[src/rtl/mega_sreg.sv]
// ---------------------------------------------------------------------------
// mega_sreg -- XMEGA status register unit
//
// Holds the eight SREG flags {I,T,H,S,V,N,Z,C} and feeds them back to the
// ALU. Each cycle the next value is built in three stages:
//   1. per-flag merge of the ALU outputs under alu_flags_we,
//   2. whole-byte override by an I/O write to IO_ADDR,
//   3. interrupt entry (clear I) / RETI (set I, or restore from shadow).
//
// Optional feature macro: SREG_SHADOW_EN
//   defined   -> a SHADOW_DEPTH-entry hardware LIFO saves SREG on interrupt
//                entry and restores it on RETI.
//   undefined -> plain AVR behaviour, no storage; shadow status outputs are
//                tied to full=0, empty=1, err=0.
//
// Parameters:
//   SHADOW_DEPTH  nesting levels held in the shadow LIFO (1..16)
//   IO_ADDR       I/O address decoded as SREG
//
// Ports:
//   clk           core clock, rising edge
//   rst           synchronous active-low reset
//   alu_flags     ALU flag outputs {I,T,H,S,V,N,Z,C}
//   alu_flags_we  per-flag commit mask for alu_flags
//   sreg          registered SREG value
//   io_addr       I/O address
//   io_wr/io_rd   I/O write / read strobes
//   io_din        I/O write data
//   io_dout       registered I/O read data (0 when not reading SREG)
//   irq_entry     pulse on interrupt vectoring
//   reti          pulse when RETI retires
//   shadow_full   LIFO holds SHADOW_DEPTH entries
//   shadow_empty  LIFO holds no entries
//   shadow_err    sticky push-on-full / pop-on-empty / entry+RETI collision
// ---------------------------------------------------------------------------
module mega_sreg #(
    parameter int         SHADOW_DEPTH = 4,
    parameter logic [5:0] IO_ADDR      = 6'h3F
) (
    input  logic       clk,
    input  logic       rst,
    input  logic [7:0] alu_flags,
    input  logic [7:0] alu_flags_we,
    output logic [7:0] sreg,
    input  logic [5:0] io_addr,
    input  logic       io_wr,
    input  logic       io_rd,
    input  logic [7:0] io_din,
    output logic [7:0] io_dout,
    input  logic       irq_entry,
    input  logic       reti,
    output logic       shadow_full,
    output logic       shadow_empty,
    output logic       shadow_err
);

    logic [7:0] sreg_r;
    logic [7:0] io_dout_r;
    logic [7:0] alu_merge_s;
    logic [7:0] merge_s;
    logic [7:0] sreg_next_s;
    logic [7:0] io_dout_next_s;
    logic       io_hit_s;

    assign io_hit_s = (io_addr == IO_ADDR);

    // Merge ALU flags under the commit mask, then let an I/O write replace the byte
    always_comb begin
        alu_merge_s = (sreg_r & ~alu_flags_we) | (alu_flags & alu_flags_we);
        if (io_wr && io_hit_s) begin
            merge_s = io_din;
        end else begin
            merge_s = alu_merge_s;
        end
    end

    // I/O read returns the pre-update SREG; zero otherwise
    always_comb begin
        if (io_rd && io_hit_s) begin
            io_dout_next_s = sreg_r;
        end else begin
            io_dout_next_s = 8'h00;
        end
    end

`ifdef SREG_SHADOW_EN

    localparam int PTR_W = $clog2(SHADOW_DEPTH + 32'sd1);
    localparam int IDX_W = (SHADOW_DEPTH > 32'sd1) ? $clog2(SHADOW_DEPTH) : 32'sd1;
    localparam logic [PTR_W-1:0] DEPTH_PTR = PTR_W'(SHADOW_DEPTH);

    // Only bits [6:0] are stored: a restore always forces I=1, so the saved I
    // bit would never be read back.
    logic [6:0]       stack_r [0:SHADOW_DEPTH-1];
    logic [PTR_W-1:0] ptr_r;
    logic [PTR_W-1:0] ptr_next_s;
    logic [PTR_W-1:0] top_ptr_s;
    logic [IDX_W-1:0] push_idx_s;
    logic [IDX_W-1:0] pop_idx_s;
    logic             full_s;
    logic             empty_s;
    logic             push_s;
    logic             err_set_s;
    logic             err_r;

    assign full_s     = (ptr_r == DEPTH_PTR);
    assign empty_s    = (ptr_r == {PTR_W{1'b0}});
    assign top_ptr_s  = ptr_r - PTR_W'(1'b1);
    // The pointer is below DEPTH whenever these indices are used, so the low
    // bits address the array directly.
    assign push_idx_s = ptr_r[IDX_W-1:0];
    assign pop_idx_s  = top_ptr_s[IDX_W-1:0];

    // Interrupt entry / RETI next-state with shadow LIFO push and pop
    always_comb begin
        sreg_next_s = merge_s;
        ptr_next_s  = ptr_r;
        push_s      = 1'b0;
        err_set_s   = 1'b0;
        if (irq_entry) begin
            // Entry wins over a simultaneous RETI; the collision is an error.
            sreg_next_s = {1'b0, merge_s[6:0]};
            err_set_s   = reti | full_s;
            if (!full_s) begin
                push_s     = 1'b1;
                ptr_next_s = ptr_r + PTR_W'(1'b1);
            end else begin
                push_s     = 1'b0;
                ptr_next_s = ptr_r;
            end
        end else if (reti) begin
            if (!empty_s) begin
                sreg_next_s = {1'b1, stack_r[pop_idx_s]};
                ptr_next_s  = top_ptr_s;
                err_set_s   = 1'b0;
            end else begin
                sreg_next_s = {1'b1, merge_s[6:0]};
                ptr_next_s  = ptr_r;
                err_set_s   = 1'b1;
            end
        end else begin
            sreg_next_s = merge_s;
            ptr_next_s  = ptr_r;
        end
    end

    // LIFO pointer and sticky error; reset empties the LIFO
    always_ff @(posedge clk) begin
        if (!rst) begin
            ptr_r <= {PTR_W{1'b0}};
            err_r <= 1'b0;
        end else begin
            ptr_r <= ptr_next_s;
            err_r <= err_r | err_set_s;
        end
    end

    // LIFO storage; contents are don't-care while the pointer excludes them
    always_ff @(posedge clk) begin
        if (push_s) begin
            stack_r[push_idx_s] <= merge_s[6:0];
        end
    end

    assign shadow_full  = full_s;
    assign shadow_empty = empty_s;
    assign shadow_err   = err_r;

`else

    // Interrupt entry clears I, RETI sets I; entry wins when both occur
    always_comb begin
        if (irq_entry) begin
            sreg_next_s = {1'b0, merge_s[6:0]};
        end else if (reti) begin
            sreg_next_s = {1'b1, merge_s[6:0]};
        end else begin
            sreg_next_s = merge_s;
        end
    end

    assign shadow_full  = 1'b0;
    assign shadow_empty = 1'b1;
    assign shadow_err   = 1'b0;

`endif

    // SREG and I/O read data registers
    always_ff @(posedge clk) begin
        if (!rst) begin
            sreg_r    <= 8'h00;
            io_dout_r <= 8'h00;
        end else begin
            sreg_r    <= sreg_next_s;
            io_dout_r <= io_dout_next_s;
        end
    end

    assign sreg    = sreg_r;
    assign io_dout = io_dout_r;

endmodule

[config.mk]
export PLATFORM = sky130hd
export DESIGN_NAME = mega_sreg
export DESIGN_NICKNAME = d
export VERILOG_FILES = /design/src/rtl/mega_sreg.sv
export SDC_FILE = /design/constraint.sdc
export NUM_CORES = 1
export LEC_CHECK = 0
export BUFFER_PORTS_ARGS = -buffer_cell sky130_fd_sc_hd__buf_2
export CORE_MARGIN = 5
export CORE_UTILIZATION = 39
export DETAILED_ROUTE_END_ITERATION = 8
export PLACE_DENSITY = 0.79
export SYNTH_ARGS = -nofsm -noshare
export SYNTH_HDL_FRONTEND = slang
export SYNTH_SLANG_ARGS = --single-unit
[constraint.sdc]
create_clock -name clk -period 3.3 [get_ports clk]
set_clock_uncertainty 0.2 [all_clocks]
set_input_delay 0.99 -clock clk [delete_from_list [all_inputs] [get_ports clk]]
set_output_delay 0.99 -clock clk [all_outputs]
set_load 0.005 [all_outputs]
Word-level counts from Yosys, hierarchy flattened
Cells that the tools add are included.
{ "totals": {"in_bits": 36, "output_inout_bits": 19, "latchBits": 0, "elab_cells": 16, "mem_bits_rw": 0, "romBits": 0, "regBits": 16, "mem_count": 0} }
{ "op_classes": {"n_reduce_logical": 4, "n_eq_ne": 1, "div_mod_pow": 0, "shifts": 0, "n_bitwise": 5, "multipliers": 0, "n_addsub": 0, "n_mux": 3, "order_cmp": 0} }
{ "ops": {"columns": ["op", "count"], "rows": [
  ["$and 8x8->8", 2],
  ["$mux 8", 2],
  ["$not 8->8", 1],
  ["$or 8x8->8", 1],
  ["$mux 7", 1],
  ["$eq 6x6->1 const B", 1],
  ["$logic_and 1x1->1", 2],
  ["$reduce_and 2->1", 1],
  ["$reduce_or 2->1", 1],
  ["$not 1->1", 1]
]} }

Depth between registers and ports, before layout
Gate-level depths: netlist of the first run.
{ "depth": {"depth_word": 6, "mapped_depth": 4, "ltp_nobuf": 3} }

Worst setup path before layout of the first run
Ideal clock, no wire load.
{ "synth_timing": {"path_type": "input to register", "start": "input io_addr[4]", "end": "register sreg_r[7] (netlist: sreg[7])", "n_path_buf": 1, "required_ns": 2.997, "setup_time_ns": 0.103, "slack_ns": 1.224, "stages": 4, "arrival_time_ns": 1.772, "path_cell_list": "nand4_4 or2_1 buf_6 a2111oi_2"} }
{ "synth_between": {"elab_chain_cells": 4} }
{ "synth_rtl": {"columns": ["item", "line", "text"], "rows": [
  ["start, declared", "45", "input logic [5:0] io_addr,"],
  ["$eq 6x6->1", "65", "assign io_hit_s = (io_addr == IO_ADDR);"],
  ["$logic_and 1x1->1", "70", "if (io_wr && io_hit_s) begin"],
  ["$mux 8", "70", null],
  ["$mux 8", "175", "end else if (reti) begin"],
  ["end signal, assigned", "194", "sreg_r <= sreg_next_s;"],
  ["end, declared", "57", "logic [7:0] sreg_r;"]
]} }
Every way passes these cells.
A chain may end at the register's enable or synchronous reset.

Worst setup path in the final report of the first run
Ends and elaborated chain as after synthesis.

==> results.toml, run 1 <==
[outcome]
status = "completed"

[detailed_routing]
postRouteAntennaNets = 0
routedWlPerCell_um = 13.5
drtIter0Drc = 5
wl_mm = 1.74
drt_first_pass_iters = 4
wl_met2_um = 867
routed-wl-met3_um = 182
drc = 0
met1_length_um = 670
via_per_inst = 4.95
routed.top_layer = "met4"
vias = 638

[final_layout]
layout_common_cells = "buf_2 (51), dfxtp_1 (16), and2_1 (8), a211oi_1 (8)"
area_growth_syn_to_layout_pct = 42.9
layout_commonest_cell = "buf_2"
ff_latch_area_um2 = 320
drive_gt1_share_pct = 51.3
multi_input_area_um2 = 302
nFillCells = 146
final_nets = 150
n_antenna_cell = 0

[critical_path]
end_kind = "flip-flop"
worstPathArrival_ns = 1.96
crit_fanout = 10
path_class = "in2reg"
critPathRequiredTime_ns = 3.30
critPathLaunchType = "primary input"
rr_startpoint = "sreg[7]"
cp-startpoint = "io_addr[4]"

[global_route]
grt_pass1_vias = 658
grt_max_degree = 11
grt_pass1_wl_mm = 2.80
grtUsageTotal_pct = 14.4
grt_antenna_before_repair = 0
grt_overflow_total = 0

[placed_design]
hpwl_mm = 1.44
gp_congestion = 0.740
io_buffers = 51

[cts]
cts_tree = "done"
postCtsResizedCells = 0
cts_made_buffers = 3
ctsHoldBuffers = 0
h-tree-depth = 1
clockRootBuffer = "clkbuf_4"
cts.path.max_buffers = 2
path_clk_slew_ns = 0.09
cts_num_sinks = 16
insertion_delay_ns = 0.28
postCtsSetupRepairBufs = 0

[logic_synthesis]
synth_area_um2 = 656
synth.distinct_cells = 17
syn_area_per_cell_um2 = 10.7
synth-seq-cells = 16
ys_warn_count = 0
ys_seq_area_share_pct = 48.9
syn_inst = 61

[sta]
rsz0062_at_grt = "false"
fin_tns_setup_ns = 0
hold_ws_ns = 0.283
final_max_slew_viol_count = 0
min_period_ns = 1.96
setup_viol = 0
hold_violations = 0
timing.fmax_mhz = 510
finalCritPeriodShare_pct = 59.4

[floorplan]
die_h_um = 51
core_area_mm2 = 0.00156
die-area_mm2 = 0.00260
num_rows = 14
die_w_um = 51
ioPinCount = 55
start_util_pct = 42.1

[power_and_ir_drop]
leakage_nw = 0.475
p_per_area_mw_per_mm2 = 407
ir_drop_mv = 0.187

[min_path]
hp-class = "reg2reg"

[job]
maxCapViolations = 0
cell type report:
type,count,share of cell area (%)
multi-input cells,41,32.2
well taps,16,2.14
inverters,1,0.401
repair buffers,51,27.2
flip-flops and latches,16,34.2
clock buffers,4,3.87
cells by family (layout without fill, tap and decap cells):
group	after synthesis	count (layout)	share of synthesized area (%)
compound gates	9	9	11.5
buf+inv	5	56	5.72
flops	16	16	48.9
mux	7	7	10.7
other cells	2	3	1.15
simple gates	22	22	22.1
per-stage QoR:
stage	instances	power [mW]	worst slack, ns	utilization, %	instance area [um^2]
3_3_place_gp	125	0.255	1.09	57.8	901
5_1_grt	129	0.400	1.27	60.1	937
3_5_place_dp	125	0.256	1.03	57.8	901
4_1_cts	129	0.383	1.34	60.1	937
6_report	129	0.381	1.34	60.1	937
2_1_floorplan	62	0.226	1.22	-	659
per-layer routing:
metal,vias up,global-route usage (%)
met5,-,0
met4,0,9.42
met2,38,26.0
met1,276,15.5
met3,2,2.03
li1,322,-
cells in the mapped netlist:
library cell,count,share of area (%)
dfxtp_1,16,49
a211oi_1,8,9.2
and2_1,8,7.6
mux2i_1,7,11
nor3_1,7,5.3
buf_4,3,3.4
conb_1,2,1.1
a2111oi_2,1,2.3
buf_6,1,1.7
inv_1,1,0.57
nand3_2,1,1.5
nand4_1,1,0.95
nand4_4,1,3.2
nor2_1,1,0.57
nor2b_1,1,0.95
nor4_1,1,0.95
or2_1,1,0.95
critical path, stage by stage:
cell	delay (ns)
buf_2	0.10
nand4_4	0.16
or2_1	0.39
a2111oi_2	0.31
power breakdown:
part | switching [mW] | total [mW] | internal [mW]
sequential | 0.00346 | 0.203 | 0.199
combinational | 0.0215 | 0.0487 | 0.0272
clock | 0.0627 | 0.130 | 0.0672
path summary, 6_finish.rpt:
kind | end | slack [ns] | cells after the start
worst max-delay path | sreg[7] | 1.34 | 4
worst min register to register | io_dout[1] | 0.28 | 1
worst max register to register | sreg[7] | 2.14 | 3
worst min-delay path | io_dout[1] | 0.28 | 1
Note: power is estimated with default switching activity, not from simulation.
==> run 2, diff against run 1 <==
Settings changed: CORE_UTILIZATION 39 to 36, PLACE_DENSITY 0.79 to 0.74.
Clock period 3.3 ns to 1.82 ns, I/O delays scaled along.
==> run 2 against run 1 <==
Compared with the run above:
- final area increased by 3.6%
- worst setup slack got worse by 1.0 ns
- first-iteration DRC count decreased by 20%
- utilization decreased by 3.9 points
- flip-flop and latch count unchanged
- combinational power increased by 84%
- clock power increased by 79%
- via count increased by 3.0%
- critical path type is now reg2out
==> results.toml, run 2 (synthesis results as in run 1) <==
[outcome]
status = "completed"

[global_route]
grt_max_degree = 10
grt_overflow_total = 0
grtUsageTotal_pct = 12.3
grt_antenna_before_repair = 0
grt_pass1_vias = 609
grt_pass1_wl_mm = 2.53

[cts]
cts.path.max_buffers = 2
h-tree-depth = 1
ctsHoldBuffers = 0
cts_num_sinks = 16
path_clk_slew_ns = 0.09
cts_made_buffers = 3
postCtsSetupRepairBufs = 0
clockRootBuffer = "clkbuf_4"
insertion_delay_ns = 0.29
cts_tree = "done"
postCtsResizedCells = 0

[critical_path]
slowest_stage = "dfxtp_1"
reg2reg_slack_ns = 0.62
critPathLaunchType = "flip-flop"
cp_cell_sequence = "buf_2"
critical_path_buf_inv_count = 1
path_class = "reg2out"
worstPathArrival_ns = 0.77
end_kind = "primary output"
cpPeakStageDelay_ns = 0.36
crit_fanout = 3
cpLargestDelayFamily = "flip-flops"
critPathRequiredTime_ns = 1.07

[detailed_routing]
routedWlPerCell_um = 12.3
drc = 0
wl_mm = 1.73
drt_first_pass_iters = 4
postRouteAntennaNets = 0
via_per_inst = 4.66
vias = 657
drtIter0Drc = 4

[floorplan]
die-area_mm2 = 0.00277
die_h_um = 52.7
num_rows = 15
core_area_mm2 = 0.00173
start_util_pct = 38.0
ioPinCount = 55
die_w_um = 52.7

[placed_design]
place_worst_setup_slack_ns = 0.0526
hpwl_mm = 1.46
io_buffers = 51
gp_congestion = 0.694

[sta]
rsz0062_at_grt = "false"
hold_violations = 0
setup_viol = 0
timing.fmax_mhz = 661
hold_ws_ns = 0.213
min_period_ns = 1.51
fin_tns_setup_ns = 0
setup_ws_ns = 0.307
finalCritPeriodShare_pct = 83.1
final_max_slew_viol_count = 0

[final_layout]
final_nets = 153
layout_commonest_cell = "buf_2"
nFillCells = 169
layout_common_cells = "buf_2 (51), dfxtp_1 (16), and2_1 (8), a211oi_1 (8)"
area_growth_syn_to_layout_pct = 48.1
n_antenna_cell = 0
drive_gt1_share_pct = 52.6
post-route-util_pct = 56.2

[power_and_ir_drop]
p_int_uw = 534
ir_drop_mv = 0.319
power_frac_seq_pct = 53.2
p_per_area_mw_per_mm2 = 711
clkPwrFrac_pct = 33.8
total_power_uw = 690
leakage_nw = 0.488
pwr-share-comb_pct = 13.0
p_sw_share_pct = 22.6
p_sw_uw = 156

[min_path]
hp-class = "in2reg"

[job]
maxCapViolations = 0
[run 2: metal layers]
metal | vias to the layer above | wire length (um) | global-route usage, % | part of all wire (%)
li1 | 326 | - | - | -
met1 | 286 | 642 | 13.4 | 37
met2 | 40 | 834 | 21.9 | 48
met3 | 5 | 209 | 3.42 | 12
met4 | 0 | 42 | 5.11 | 2.4
met5 | - | 0 | 0 | 0
[run 2: worst paths after layout]
| check | startpoint | endpoint | cells past startpoint |
|---|---|---|---|
| setup / recovery | flip-flop | sreg[5] | 1 |
| hold / removal | irq_entry | sreg[7] | 2 |
| setup reg to reg | sreg[7] | sreg[7] | 3 |
| hold reg to reg | flip-flop | io_dout[2] | 1 |
[run 2: cell type report]
cell class / count / area (um^2) / share of cell area (%)
repair buffers: 54 / 278 / 28.6
multi-input cells: 41 / 302 / 31.1
well taps: 25 / 31.3 / 3.22
flip-flops and latches: 16 / 320 / 33.0
inverters: 1 / 3.75 / 0.387
clock buffers: 4 / 36.3 / 3.74
[run 2: power by group through the flow]
stage,logic (mW),clock network (mW),registers (mW)
CTS,0.0904,0.236,0.368
detailed placement,0.0899,0,0.376
global route,0.0983,0.252,0.369
finish,0.0896,0.233,0.368
floorplan,0.0326,0,0.376
global placement,0.0885,0,0.375
[run 2: per-stage QoR]
| stage | instances | area [um^2] |
|---|---|---|
| after floorplan | 62 | 659 |
| after global placement | 137 | 935 |
| after detailed placement | 137 | 935 |
| after CTS | 141 | 971 |
| after global routing | 141 | 971 |
| final | 141 | 971 |
==> run 3, diff against run 2 <==
Clock period 1.82 ns to 1.5 ns, I/O delays scaled along.
==> run 3 against run 2 <==
Compared with the run above:
- register-to-register slack lost 0.32 ns
- final cell count grew 0.71%
- sequential share of layout area shrank 0.91 points
- total power grew 21%
- utilization grew 1.6 points
- sequential power grew 21%
- hold slack lost 0.068 ns
- clock power grew 18%
- critical path depth is the same
- non-clock buffer count grew 1
- routed wire length shrank 3.2%
- critical path type unchanged
- critical endpoint is now sreg[4]
- largest cell class is now multi-input gates
- largest power group unchanged
==> results.toml, run 3 (synthesis results as in run 1) <==
[critical_path]
cp_cell_sequence = "buf_2"
critPathLaunchType = "flip-flop"
cpLargestDelayFamily = "flip-flops"
path_class = "reg2out"
worstPathArrival_ns = 0.75
slowest_stage = "dfxtp_1"
end_kind = "primary output"
critPathRequiredTime_ns = 0.85
cpPeakStageDelay_ns = 0.35
crit_fanout = 3
critical_path_buf_inv_count = 1

[cts]
h-tree-depth = 1
cts_num_sinks = 16
cts_made_buffers = 3
cts.path.max_buffers = 2
insertion_delay_ns = 0.28
cts_tree = "done"
postCtsSetupRepairBufs = 0
postCtsResizedCells = 0
ctsHoldBuffers = 0
path_clk_slew_ns = 0.09
clockRootBuffer = "clkbuf_4"

[detailed_routing]
drc = 0
wl_mm = 1.67
drtIter0Drc = 3
via_per_inst = 4.39
routedWlPerCell_um = 11.8
drt_first_pass_iters = 2
vias = 624
postRouteAntennaNets = 0

[global_route]
grt_pass1_wl_mm = 2.54
grtUsageTotal_pct = 12.6
grt_antenna_before_repair = 0
grt_overflow_total = 0
grt_max_degree = 10
grt_pass1_vias = 648

[sta]
setup_viol = 0
fin_tns_setup_ns = 0
rsz0062_at_grt = "false"
hold_ws_ns = 0.145
finalCritPeriodShare_pct = 93.3
min_period_ns = 1.40
hold_violations = 0
timing.fmax_mhz = 715
final_max_slew_viol_count = 0

[power_and_ir_drop]
ir_drop_mv = 0.492
p_per_area_mw_per_mm2 = 836
pwr-share-comb_pct = 13.6
clkPwrFrac_pct = 33.0
p_sw_uw = 185
p_int_uw = 650
p_sw_share_pct = 22.2
total_power_uw = 835
leakage_nw = 0.495
power_frac_seq_pct = 53.3

[floorplan]
ioPinCount = 55
start_util_pct = 38.0
die-area_mm2 = 0.00277
num_rows = 15
core_area_mm2 = 0.00173
die_h_um = 52.7
die_w_um = 52.7

[final_layout]
area_growth_syn_to_layout_pct = 52.3
layout_common_cells = "buf_2 (51), dfxtp_1 (16), and2_1 (8), a211oi_1 (8)"
ff_latch_area_um2 = 320
nFillCells = 171
post-route-util_pct = 57.8
n_antenna_cell = 0
final_nets = 154
layout_commonest_cell = "buf_2"
drive_gt1_share_pct = 53.0
multi_input_area_um2 = 322

[placed_design]
io_buffers = 51
gp_congestion = 0.663
hpwl_mm = 1.44

[job]
maxCapViolations = 0

[outcome]
status = "completed"

[min_path]
hp-class = "in2reg"
[run 3: path summary, 6_finish.rpt]
path,start,slack [ns],to,depth (start not counted)
worst max-delay path,flip-flop,0.10,sreg[4],1
worst max register to register,sreg[7],0.30,sreg[7],3
worst min register to register,sreg[7],0.28,io_dout[7],1
worst min-delay path,irq_entry,0.15,sreg[7],2
[run 3: stage by stage]
stage | setup slack (ns) | cell area [um^2] | std cells
after global routing | 0.0406 | 998 | 142
after global placement | -0.137 | 962 | 138
after floorplan | -0.0107 | 679 | 62
after CTS | 0.0815 | 998 | 142
final | 0.101 | 998 | 142
after detailed placement | -0.173 | 962 | 138
[run 3: worst reg2reg max path, cell delays in order, from the launching register on]
cell       delay (ns)
dfxtp_1          0.32
nor2b_1          0.12
a211oi_1         0.31
a2111oi_4        0.12
[run 3: per-layer routing]
layer	vias up	global-route usage, %	part of all wire [%]
met2	34	21.3	48
met1	262	13.7	39
met5	-	0	0
li1	326	-	-
met3	2	2.56	11
met4	0	8.94	1.7
[run 3: cell type report]
cell class,count,share of cell area (%)
inverters,1,0.376
multi-input cells,41,32.2
flip-flops and latches,16,32.1
well taps,25,3.13
clock buffers,4,3.63
repair buffers,55,28.6
[run 3: power by group through the flow]
| stage | sequential [mW] | combinational (mW) | clock (mW) |
|---|---|---|---|
| final | 0.445 | 0.114 | 0.276 |
| after CTS | 0.446 | 0.116 | 0.284 |
| after floorplan | 0.457 | 0.0426 | 0 |
| after global placement | 0.455 | 0.113 | 0 |
| after global routing | 0.448 | 0.126 | 0.307 |
| after detailed placement | 0.456 | 0.115 | 0 |
